`src/rtl/cb_cfg_pkg.sv`:
```
// -----------------------------------------------------------------------------
// cb_cfg_pkg
// Shared definitions for the parametrised connection block: the configuration
// chain FSM state type and the helper functions that size the frame and locate
// each routing field inside the active configuration register.
//
// Frame layout (LSB first):
//   bit 2j              in-select for track j
//   bit 2j+1            out-select for track j
//   [2W + k*SEL_W +: SEL_W]  track select for CLB input k
//   bit CFG_BITS-1      even-parity bit (not used by routing)
// -----------------------------------------------------------------------------
package cb_cfg_pkg;

    typedef enum logic [1:0] {
        IDLE = 2'd0,   // nothing shifted since the last commit or reset
        LOAD = 2'd1,   // partial or exactly complete frame in the shadow
        OVER = 2'd2    // more bits than a frame were shifted
    } chain_state_t;

    // Width of one CLB-input select field; never narrower than one bit.
    function automatic int sel_w(input int w);
        int s;
        s = $clog2(2 * w);
        return (s < 1) ? 1 : s;
    endfunction

    // Full frame length including the parity bit.
    function automatic int cfg_bits(input int w, input int k);
        return 2 * w + k * sel_w(w) + 1;
    endfunction

    function automatic int in_sel_bit(input int j);
        return 2 * j;
    endfunction

    function automatic int out_sel_bit(input int j);
        return 2 * j + 1;
    endfunction

    function automatic int clb_sel_lsb(input int w, input int k);
        return 2 * w + k * sel_w(w);
    endfunction

    function automatic int parity_bit(input int w, input int k);
        return cfg_bits(w, k) - 1;
    endfunction

endpackage

```
`src/rtl/cb_cfg_chain.sv`:
```
// -----------------------------------------------------------------------------
// cb_cfg_chain
// Serial configuration chain with a shadow register, a saturating frame bit
// counter, an even-parity check and an atomic commit into the active register.
// The active register only changes on an accepted commit, so anything decoded
// from it stays stable while a new frame is shifted in.
//
// Ports:
//   prog_clk     configuration clock
//   rst          synchronous, active-low reset
//   prog_in      serial configuration data
//   prog_en      shift enable
//   prog_commit  commit request (ignored while prog_en=1)
//   active       committed configuration
//   cfg_valid    active holds an accepted frame
//   cfg_error    last commit was rejected
//   prog_out     chain output (shadow[0])
//   bit_cnt      bits shifted since last commit/reset, saturates at CFG_BITS+1
// -----------------------------------------------------------------------------
module cb_cfg_chain
    import cb_cfg_pkg::*;
#(
    parameter  int CFG_BITS = 21,
    localparam int CNT_W    = $clog2(CFG_BITS + 2)
) (
    input  logic                prog_clk,
    input  logic                rst,
    input  logic                prog_in,
    input  logic                prog_en,
    input  logic                prog_commit,
    output logic [CFG_BITS-1:0] active,
    output logic                cfg_valid,
    output logic                cfg_error,
    output logic                prog_out,
    output logic [CNT_W-1:0]    bit_cnt
);

    localparam logic [CNT_W-1:0] CNT_FULL = CNT_W'(CFG_BITS);
    localparam logic [CNT_W-1:0] CNT_OVER = CNT_W'(CFG_BITS + 1);

    chain_state_t        state;
    chain_state_t        state_nxt;
    logic [CFG_BITS-1:0] shadow;
    logic                shift_req;
    logic                commit_req;
    logic                accept;
    logic                reject;

    // Shifting has priority: a commit coincident with a shift is dropped.
    assign shift_req  = prog_en;
    assign commit_req = prog_commit & ~prog_en;
    assign prog_out   = shadow[0];

    // State register.
    always_ff @(posedge prog_clk) begin
        // NOTE: sequential state uses non-blocking assignments so every flop
        // samples pre-edge values regardless of process ordering.
        if (!rst) begin
            state <= IDLE;
        end else begin
            state <= state_nxt;
        end
    end

    // Next-state logic.
    always_comb begin
        // NOTE: default assignment first so no path leaves state_nxt unassigned
        // (which would infer a latch).
        state_nxt = state;
        case (state)
            IDLE: begin
                if (shift_req) begin
                    state_nxt = LOAD;
                end
            end
            LOAD: begin
                if (commit_req) begin
                    state_nxt = IDLE;
                end else if (shift_req && bit_cnt == CNT_FULL) begin
                    state_nxt = OVER;
                end
            end
            OVER: begin
                if (commit_req) begin
                    state_nxt = IDLE;
                end
            end
            default: state_nxt = IDLE;
        endcase
    end

    // Output decode: a commit is accepted only on an exact-length frame with
    // even parity across all bits (parity bit included).
    always_comb begin
        accept = 1'b0;
        reject = 1'b0;
        if (commit_req) begin
            if (state == LOAD && bit_cnt == CNT_FULL && !(^shadow)) begin
                accept = 1'b1;
            end else begin
                reject = 1'b1;
            end
        end
    end

    // Shadow, counter and active register.
    always_ff @(posedge prog_clk) begin
        // NOTE: shadow and active are ordinary flop arrays, not RAM, so they
        // take the reset; this also discards any partially loaded frame.
        if (!rst) begin
            shadow    <= '0;
            bit_cnt   <= '0;
            active    <= '0;
            cfg_valid <= 1'b0;
            cfg_error <= 1'b0;
        end else begin
            if (shift_req) begin
                shadow <= {prog_in, shadow[CFG_BITS-1:1]};
                if (bit_cnt != CNT_OVER) begin
                    bit_cnt <= bit_cnt + CNT_W'(1);
                end
            end else if (commit_req) begin
                bit_cnt <= '0;
            end

            if (accept) begin
                active    <= shadow;
                cfg_valid <= 1'b1;
                cfg_error <= 1'b0;
            end else if (reject) begin
                cfg_error <= 1'b1;
            end
        end
    end

endmodule

```
`src/rtl/cb_param_block.sv`:
```
// -----------------------------------------------------------------------------
// cb_param_block
// Parametrised connection block between a CLB and a switch box. The routing
// muxes are decoded purely from the committed configuration in cb_cfg_chain,
// combinationally from the routing inputs.
//
// Ports:
//   prog_clk, rst            configuration clock, sync active-low reset
//   prog_in/prog_en          serial configuration data and shift enable
//   prog_commit              commit request
//   trk_in[W]                tracks from the neighbour side
//   trk_fb[W]                tracks fed back from the switch-box outputs
//   side_in[W]               side tracks from the neighbour
//   sb_side_out[W]           switch-box side outputs
//   clb_out                  CLB output
//   clb_in[K]                CLB inputs
//   side_out[W]              side tracks to the neighbour
//   sb_side_in[W]            switch-box side inputs
//   prog_out                 chain output to the next tile
//   cfg_valid, cfg_error     configuration status
//   bit_cnt                  bits shifted since last commit/reset
// -----------------------------------------------------------------------------
module cb_param_block
    import cb_cfg_pkg::*;
#(
    parameter  int W        = 4,
    parameter  int K        = 4,
    localparam int SEL_W    = sel_w(W),
    localparam int CFG_BITS = cfg_bits(W, K),
    localparam int CNT_W    = $clog2(CFG_BITS + 2)
) (
    input  logic             prog_clk,
    input  logic             rst,
    input  logic             prog_in,
    input  logic             prog_en,
    input  logic             prog_commit,
    input  logic [W-1:0]     trk_in,
    input  logic [W-1:0]     trk_fb,
    input  logic [W-1:0]     side_in,
    input  logic [W-1:0]     sb_side_out,
    input  logic             clb_out,
    output logic [K-1:0]     clb_in,
    output logic [W-1:0]     side_out,
    output logic [W-1:0]     sb_side_in,
    output logic             prog_out,
    output logic             cfg_valid,
    output logic             cfg_error,
    output logic [CNT_W-1:0] bit_cnt
);

    logic [CFG_BITS-1:0] active;
    logic [2*W-1:0]      trk_mux;
    logic                unused_parity;

    cb_cfg_chain #(
        .CFG_BITS (CFG_BITS)
    ) u_chain (
        .prog_clk    (prog_clk),
        .rst         (rst),
        .prog_in     (prog_in),
        .prog_en     (prog_en),
        .prog_commit (prog_commit),
        .active      (active),
        .cfg_valid   (cfg_valid),
        .cfg_error   (cfg_error),
        .prog_out    (prog_out),
        .bit_cnt     (bit_cnt)
    );

    // The parity bit only protects the frame; routing ignores it.
    assign unused_parity = active[parity_bit(W, K)];

    for (genvar j = 0; j < W; j++) begin : g_track
        // Interleaved candidate vector for the CLB-input muxes.
        assign trk_mux[2*j]   = trk_fb[j];
        assign trk_mux[2*j+1] = trk_in[j];

        assign sb_side_in[j] = cfg_valid
                             ? (active[in_sel_bit(j)] ? side_in[j] : clb_out)
                             : 1'b0;
        assign side_out[j]   = cfg_valid
                             ? (active[out_sel_bit(j)] ? clb_out : sb_side_out[j])
                             : 1'b0;
    end

    for (genvar k = 0; k < K; k++) begin : g_clb
        logic [SEL_W-1:0] sel;
        assign sel = active[clb_sel_lsb(W, k) +: SEL_W];
        // Selects beyond the last track tie the input low.
        assign clb_in[k] = (cfg_valid && (int'(sel) < 2 * W)) ? trk_mux[sel] : 1'b0;
    end

endmodule

```
`config.mk`:
```
export PLATFORM = sky130hd
export DESIGN_NAME = cb_param_block
export DESIGN_NICKNAME = d
export VERILOG_FILES = /design/src/rtl/cb_cfg_pkg.sv /design/src/rtl/cb_cfg_chain.sv /design/src/rtl/cb_param_block.sv
export SDC_FILE = /design/constraint.sdc
export NUM_CORES = 1
export LEC_CHECK = 0
export CORE_MARGIN = 2
export CORE_UTILIZATION = 30
export CTS_CLUSTER_DIAMETER = 100
export CTS_CLUSTER_SIZE = 25
export DETAILED_ROUTE_END_ITERATION = 16
export PLACE_DENSITY_LB_ADDON = 0.15
export SETUP_SLACK_MARGIN = 0.3
export SLEW_MARGIN = 25
export SYNTH_ARGS = -nofsm -noshare
export SYNTH_HDL_FRONTEND = slang
export SYNTH_HIERARCHICAL = 1
export SYNTH_SLANG_ARGS = --single-unit
```
`constraint.sdc`:
```
create_clock -name prog_clk -period 3.75 [get_ports prog_clk]
set_input_delay 1.125 -clock prog_clk [delete_from_list [all_inputs] [get_ports prog_clk]]
set_output_delay 1.125 -clock prog_clk [all_outputs]
set_load 0.02 [all_outputs]
```
==> metrics.md, run 1 <==
| Metric | Value |
|---|---|
| IO Port Bufs | `41` |
| Outcome | `finished, final reports clean` |
| Drt first-iter violations | `35` |
| Multi-input gate area | `1570 um^2` |
| Met2 GRT Util | `0.169` |
| Crit path from | `clb_out` |
| Sum Neg Setup Slack | `0 ns` |
| R2r worst-path depth | `6` |
| CP Max Fanout | `5` |
| Most Crowded Layer GR | `met2` |
| Die span in x | `98.5 um` |
| Most frequent cells in the layout | `54 x mux2i_1, 50 x dfxtp_1, 47 x nand2_1` |
| WL final | `5.20 mm` |
| GRT Util Overall | `0.109` |
| Worst r2r src | `u_chain/shadow[7]$_SDFFE_PN0P_` |
| Yosys warns | `6` |
| Clock Sinks | `50` |
| Core area | `8680 um^2` |
| Final setup vio count | `0` |
| Peak VDD IR | `0.141 mV` |
| Setup bufs post-CTS | `0` |
| Antenna cells | `0` |
| Clk_lat worst skew | `0.30 ns` |
| # DRC | `0` |
| CP Launch Type | `input port` |
| Syn_area_per_cell | `9.85 um^2` |
| Placed cells | `412` |
| Hold Path Cell Cnt | `2` |
| Least-Margin Pin Slew | `0.515 ns` |
| I/O pin cnt | `42` |
| Final #Nets | `336` |
| Clock root cell | `clkbuf_8` |
| Fmax | `295 MHz` |
| CTS max path bufs | `2` |
| Post-Layout Cell Count | `420` |
| Max Clock Skew | `0.00916 ns` |
| First-pass GRT wire length | `8.64 mm` |
| Fillers | `922` |
| Req. time, crit path | `2.62 ns` |
| Power per cell area | `308 nW/um^2` |
| Cell count after synthesis | `272` |
| Full die area | `9700 um^2` |
| Drt wl/cell | `12.4 um` |
| Most common cell after layout, fill and taps aside | `mux2i_1` |
| Total power | `1.01 mW` |
| Fin crit share | `0.904` |
| CTS H-Tree Depth | `2` |
| Post-detailed-route via-to-cell ratio | `4.58` |
| Initial antenna violation count | `0` |
| GP Congestion | `0.720` |
| Syn_nets | `297` |
| # hold bufs at CTS | `0` |
| # rows | `34` |
| Clock slew at reported path FFs | `0.09 ns` |
| Die H | `98.5 um` |
| Minimum clock period | `3.39 ns` |
| Vias in the first global route | `1773` |
| Count of final hold-check violations | `0` |
| Global route total overflow | `0` |
| Hold Path Class | `flip-flop to flip-flop` |
| Pin count of the biggest net entering global routing | `30` |
| Crit Path Class | `input port to output port` |
| Initial Util | `0.309` |
| Met1 track demand over resource | `0.149` |
| Area delta synth->final | `22.0%` |
| Total number of vias | `1922` |
| DR pass1 iterations | `4` |
| Min-delay src | `u_chain/active[6]$_SDFFE_PN0P_` |
| Met3 usage in global routing | `0.0255` |
| Worst EP arrival | `2.27 ns` |
| Max-slew headroom | `0.657` |
| Layout cells sized above 1 | `0.0769` |
| CTS tree | `done` |
| RSZ-0062 raised after global routing | `false` |
| Post-layout util | `0.376` |
| Mapped cell area | `2680 um^2` |
| Static leakage | `1.25 nW` |
| Slew Limit Fails | `0` |
| Total CTS buffers | `5` |
| Post-DRT Antenna Nets | `0` |
| Max_cap viols | `0` |
| Seq. cell area | `1000 um^2` |
| Nature of the critical path endpoint | `output port` |
| DP HPWL | `3.69 mm` |
==> registers in the layout (all words and copies together) (netlist names) <==
name	flops
u_chain/cfg_valid	1
u_chain/state	2
u_chain/active	20
u_chain/cfg_error	1
u_chain/bit_cnt	5
u_chain/shadow	21
==> per-layer routing <==
layer	vias up	share of wire
met2	27	0.45
li1	1007	-
met5	-	0
met1	884	0.50
met3	4	0.038
met4	0	0.016
==> cell type report <==
class,instances,share of cell area
repair buffers,47,0.130
well taps,108,0.0414
flip-flops and latches,50,0.306
multi-input cells,200,0.480
inverters,7,0.00804
clock buffers,6,0.0222
clock inverters,2,0.0115
==> final timing paths <==
check / endpoint / slack [ns]
worst min register to register: u_chain/active[6]$_SDFFE_PN0P_ / 0.48
worst max-delay path: side_out[3] / 0.36
worst max register to register: u_chain/active[10]$_SDFFE_PN0P_ / 1.41
worst min-delay path: u_chain/active[6]$_SDFFE_PN0P_ / 0.48
==> report_power, final <==
| group | switching (mW) | total, mW | internal, mW |
|---|---|---|---|
| combinational | 0.0402 | 0.0881 | 0.0479 |
| clock | 0.179 | 0.378 | 0.199 |
| sequential | 0.00494 | 0.540 | 0.535 |
| total | 0.224 | 1.01 | 0.782 |
==> worst max-delay path, stage by stage <==
cell and delay (ns):
clkdlybuf4s50_1 0.49, buf_4 0.14, mux2i_1 0.07, nor2b_1 0.10, dlygate4sd2_1 0.34
==> through the flow <==
step	setup slack [ns]	cell area (um^2)	hold slack, ns
floorplan	0.697	2680	0.446
global placement	-0.177	3190	0.464
detailed placement	-0.203	3190	0.464
CTS	0.106	3260	0.481
global route	0.301	3270	0.498
finish	0.359	3270	0.477
==> what timing repair did <==
item	CTS	global route
pin swaps	3	1
endpoints found under the setup margin	12	4
gates resized for setup	30	7
cloned	0	0
Power figures use the tool's default switching activity.
==> run 2: changes to the inputs <==
Clock period 3.75 ns to 3.5 ns, I/O delays scaled along.
==> metrics.md, run 2 (synthesized netlist as in run 1, its figures left out) <==
| Metric | Value |
|---|---|
| Outcome | `finished, final reports clean` |
| Worst EP arrival | `2.08 ns` |
| Most common cell after layout, fill and taps aside | `mux2i_1` |
| Total number of vias | `1927` |
| Slew Limit Fails | `0` |
| Initial antenna violation count | `0` |
| Pre-CTS WS | `-0.277 ns` |
| GRT Util Overall | `0.107` |
| Max reg flops | `21` |
| CTS max path bufs | `2` |
| Count of final hold-check violations | `0` |
| Layout cells sized above 1 | `0.119` |
| Final #Nets | `336` |
| Vias in the first global route | `1822` |
| Static leakage | `1.18 nW` |
| RSZ-0062 raised after global routing | `false` |
| Hold Path Class | `flip-flop to flip-flop` |
| CP Launch Type | `input port` |
| Clock Sinks | `50` |
| GP Congestion | `0.761` |
| IO Port Bufs | `41` |
| Nature of the critical path endpoint | `output port` |
| Total power | `1.08 mW` |
| Clock root cell | `clkbuf_8` |
| Die span in x | `98.5 um` |
| Post-detailed-route via-to-cell ratio | `4.59` |
| Max_cap viols | `0` |
| Least-Margin Pin Slew | `0.592 ns` |
| Placed cells | `412` |
| WL final | `5.16 mm` |
| Req. time, crit path | `2.45 ns` |
| Antenna cells | `0` |
| Post-layout util | `0.374` |
| Full die area | `9700 um^2` |
| Max-slew headroom | `0.606` |
| Drt wl/cell | `12.3 um` |
| Minimum clock period | `3.13 ns` |
| Worst r2r src | `u_chain/shadow[7]$_SDFFE_PN0P_` |
| Peak VDD IR | `0.193 mV` |
| Pin count of the biggest net entering global routing | `38` |
| Final setup vio count | `0` |
| Top flop regs | `u_chain/shadow: 21 flops, u_chain/active: 20 flops, u_chain/bit_cnt: 5 flops` |
| Initial Util | `0.309` |
| Crit Path Class | `input port to output port` |
| DP Area | `3210 um^2` |
| Drt first-iter violations | `44` |
| Die H | `98.5 um` |
| Area delta synth->final | `21.2%` |
| # rows | `34` |
| Finished Cell Area | `3250 um^2` |
| DR pass1 iterations | `6` |
| Fin crit share | `0.894` |
| Core area | `8680 um^2` |
| # DRC | `0` |
| I/O pin cnt | `42` |
| Post-DRT Antenna Nets | `0` |
| Most flop-heavy register | `u_chain/shadow` |
| Total CTS buffers | `5` |
| Clk_lat worst skew | `0.30 ns` |
| Fmax | `320 MHz` |
| Clock slew at reported path FFs | `0.09 ns` |
| Crit path from | `trk_in[0]` |
| DP HPWL | `3.63 mm` |
| Most frequent cells in the layout | `54 x mux2i_1, 50 x dfxtp_1, 47 x nand2_1` |
| Min-delay src | `u_chain/active[3]$_SDFFE_PN0P_` |
| CP Max Fanout | `4` |
| # hold bufs at CTS | `0` |
| Global route total overflow | `0` |
| Power per cell area | `332 nW/um^2` |
| CTS tree | `done` |
| First-pass GRT wire length | `8.62 mm` |
| Max Clock Skew | `0.0133 ns` |
| CTS H-Tree Depth | `2` |
| Post-Layout Cell Count | `420` |
| Worst setup margin | `0.371 ns` |
==> run 2: changes by cell type in the layout (fill, tap and decap cells not counted), moves of 3 or more <==
| cell | before | now |
|---|---|---|
| clkdlybuf4s15_1 | 0 | 4 |
| clkbuf_2 | 0 | 7 |
| dlygate4sd2_1 | 12 | 4 |
| mux4_1 | 3 | 0 |
| dlymetal6s2s_1 | 4 | 0 |
| mux4_2 | 1 | 4 |
==> run 2: per-layer routing <==
metal	GRT usage	share of wire	routed length, um	vias up
met4	0.0379	0.011	58	0
met2	0.164	0.43	2210	36
met5	0	0	0	-
li1	-	-	-	1006
met1	0.148	0.52	2660	881
met3	0.0262	0.046	235	4
==> run 2: through the flow <==
stage / TNS (ns) / hold slack [ns]
3_5_place_dp: -1.06 / 0.461
6_report: 0 / 0.477
2_1_floorplan: 0 / 0.446
3_3_place_gp: -1.06 / 0.463
5_1_grt: 0 / 0.491
4_1_cts: 0 / 0.480
==> run 2: final timing paths <==
check / endpoint / slack, ns / cells after the start
hold / removal: u_chain/active[3]$_SDFFE_PN0P_ / 0.48 / 2
setup / recovery: clb_in[1] / 0.37 / 5
setup reg to reg: u_chain/active[8]$_SDFFE_PN0P_ / 1.27 / 6
hold reg to reg: u_chain/active[3]$_SDFFE_PN0P_ / 0.48 / 2
==> run 2: cell type report <==
| cell class | instances | area [um^2] |
|---|---|---|
| Multi-Input combinational cell | 200 | 1560 |
| Fill cell | 917 | 5430 |
| Inverter | 7 | 26.3 |
| Clock buffer | 6 | 72.6 |
| Tap cell | 108 | 135 |
| Clock inverter | 2 | 37.5 |
| Sequential cell | 50 | 1000 |
| Timing Repair Buffer | 47 | 410 |
==> run 2: report_power, final <==
part	internal [mW]	switching, mW	total (mW)
combinational	0.0525	0.0439	0.0964
sequential	0.573	0.00533	0.578
clock	0.213	0.190	0.403
==> run 2: repair_timing <==
| item | 4_1_cts | 5_1_grt |
|---|---|---|
| buffers inserted | 0 | 0 |
| hold endpoints to repair | 0 | 0 |
| pin swaps | 4 | 2 |
| gates cloned | 0 | 0 |
| setup endpoints to repair | 12 | 12 |
| gates resized for setup | 44 | 19 |
==> run 2: critical path: stages <==
cell	delay, ns
clkdlybuf4s15_1	0.21
mux4_2	0.47
nor2_1	0.12
a311oi_1	0.06
buf_2	0.17
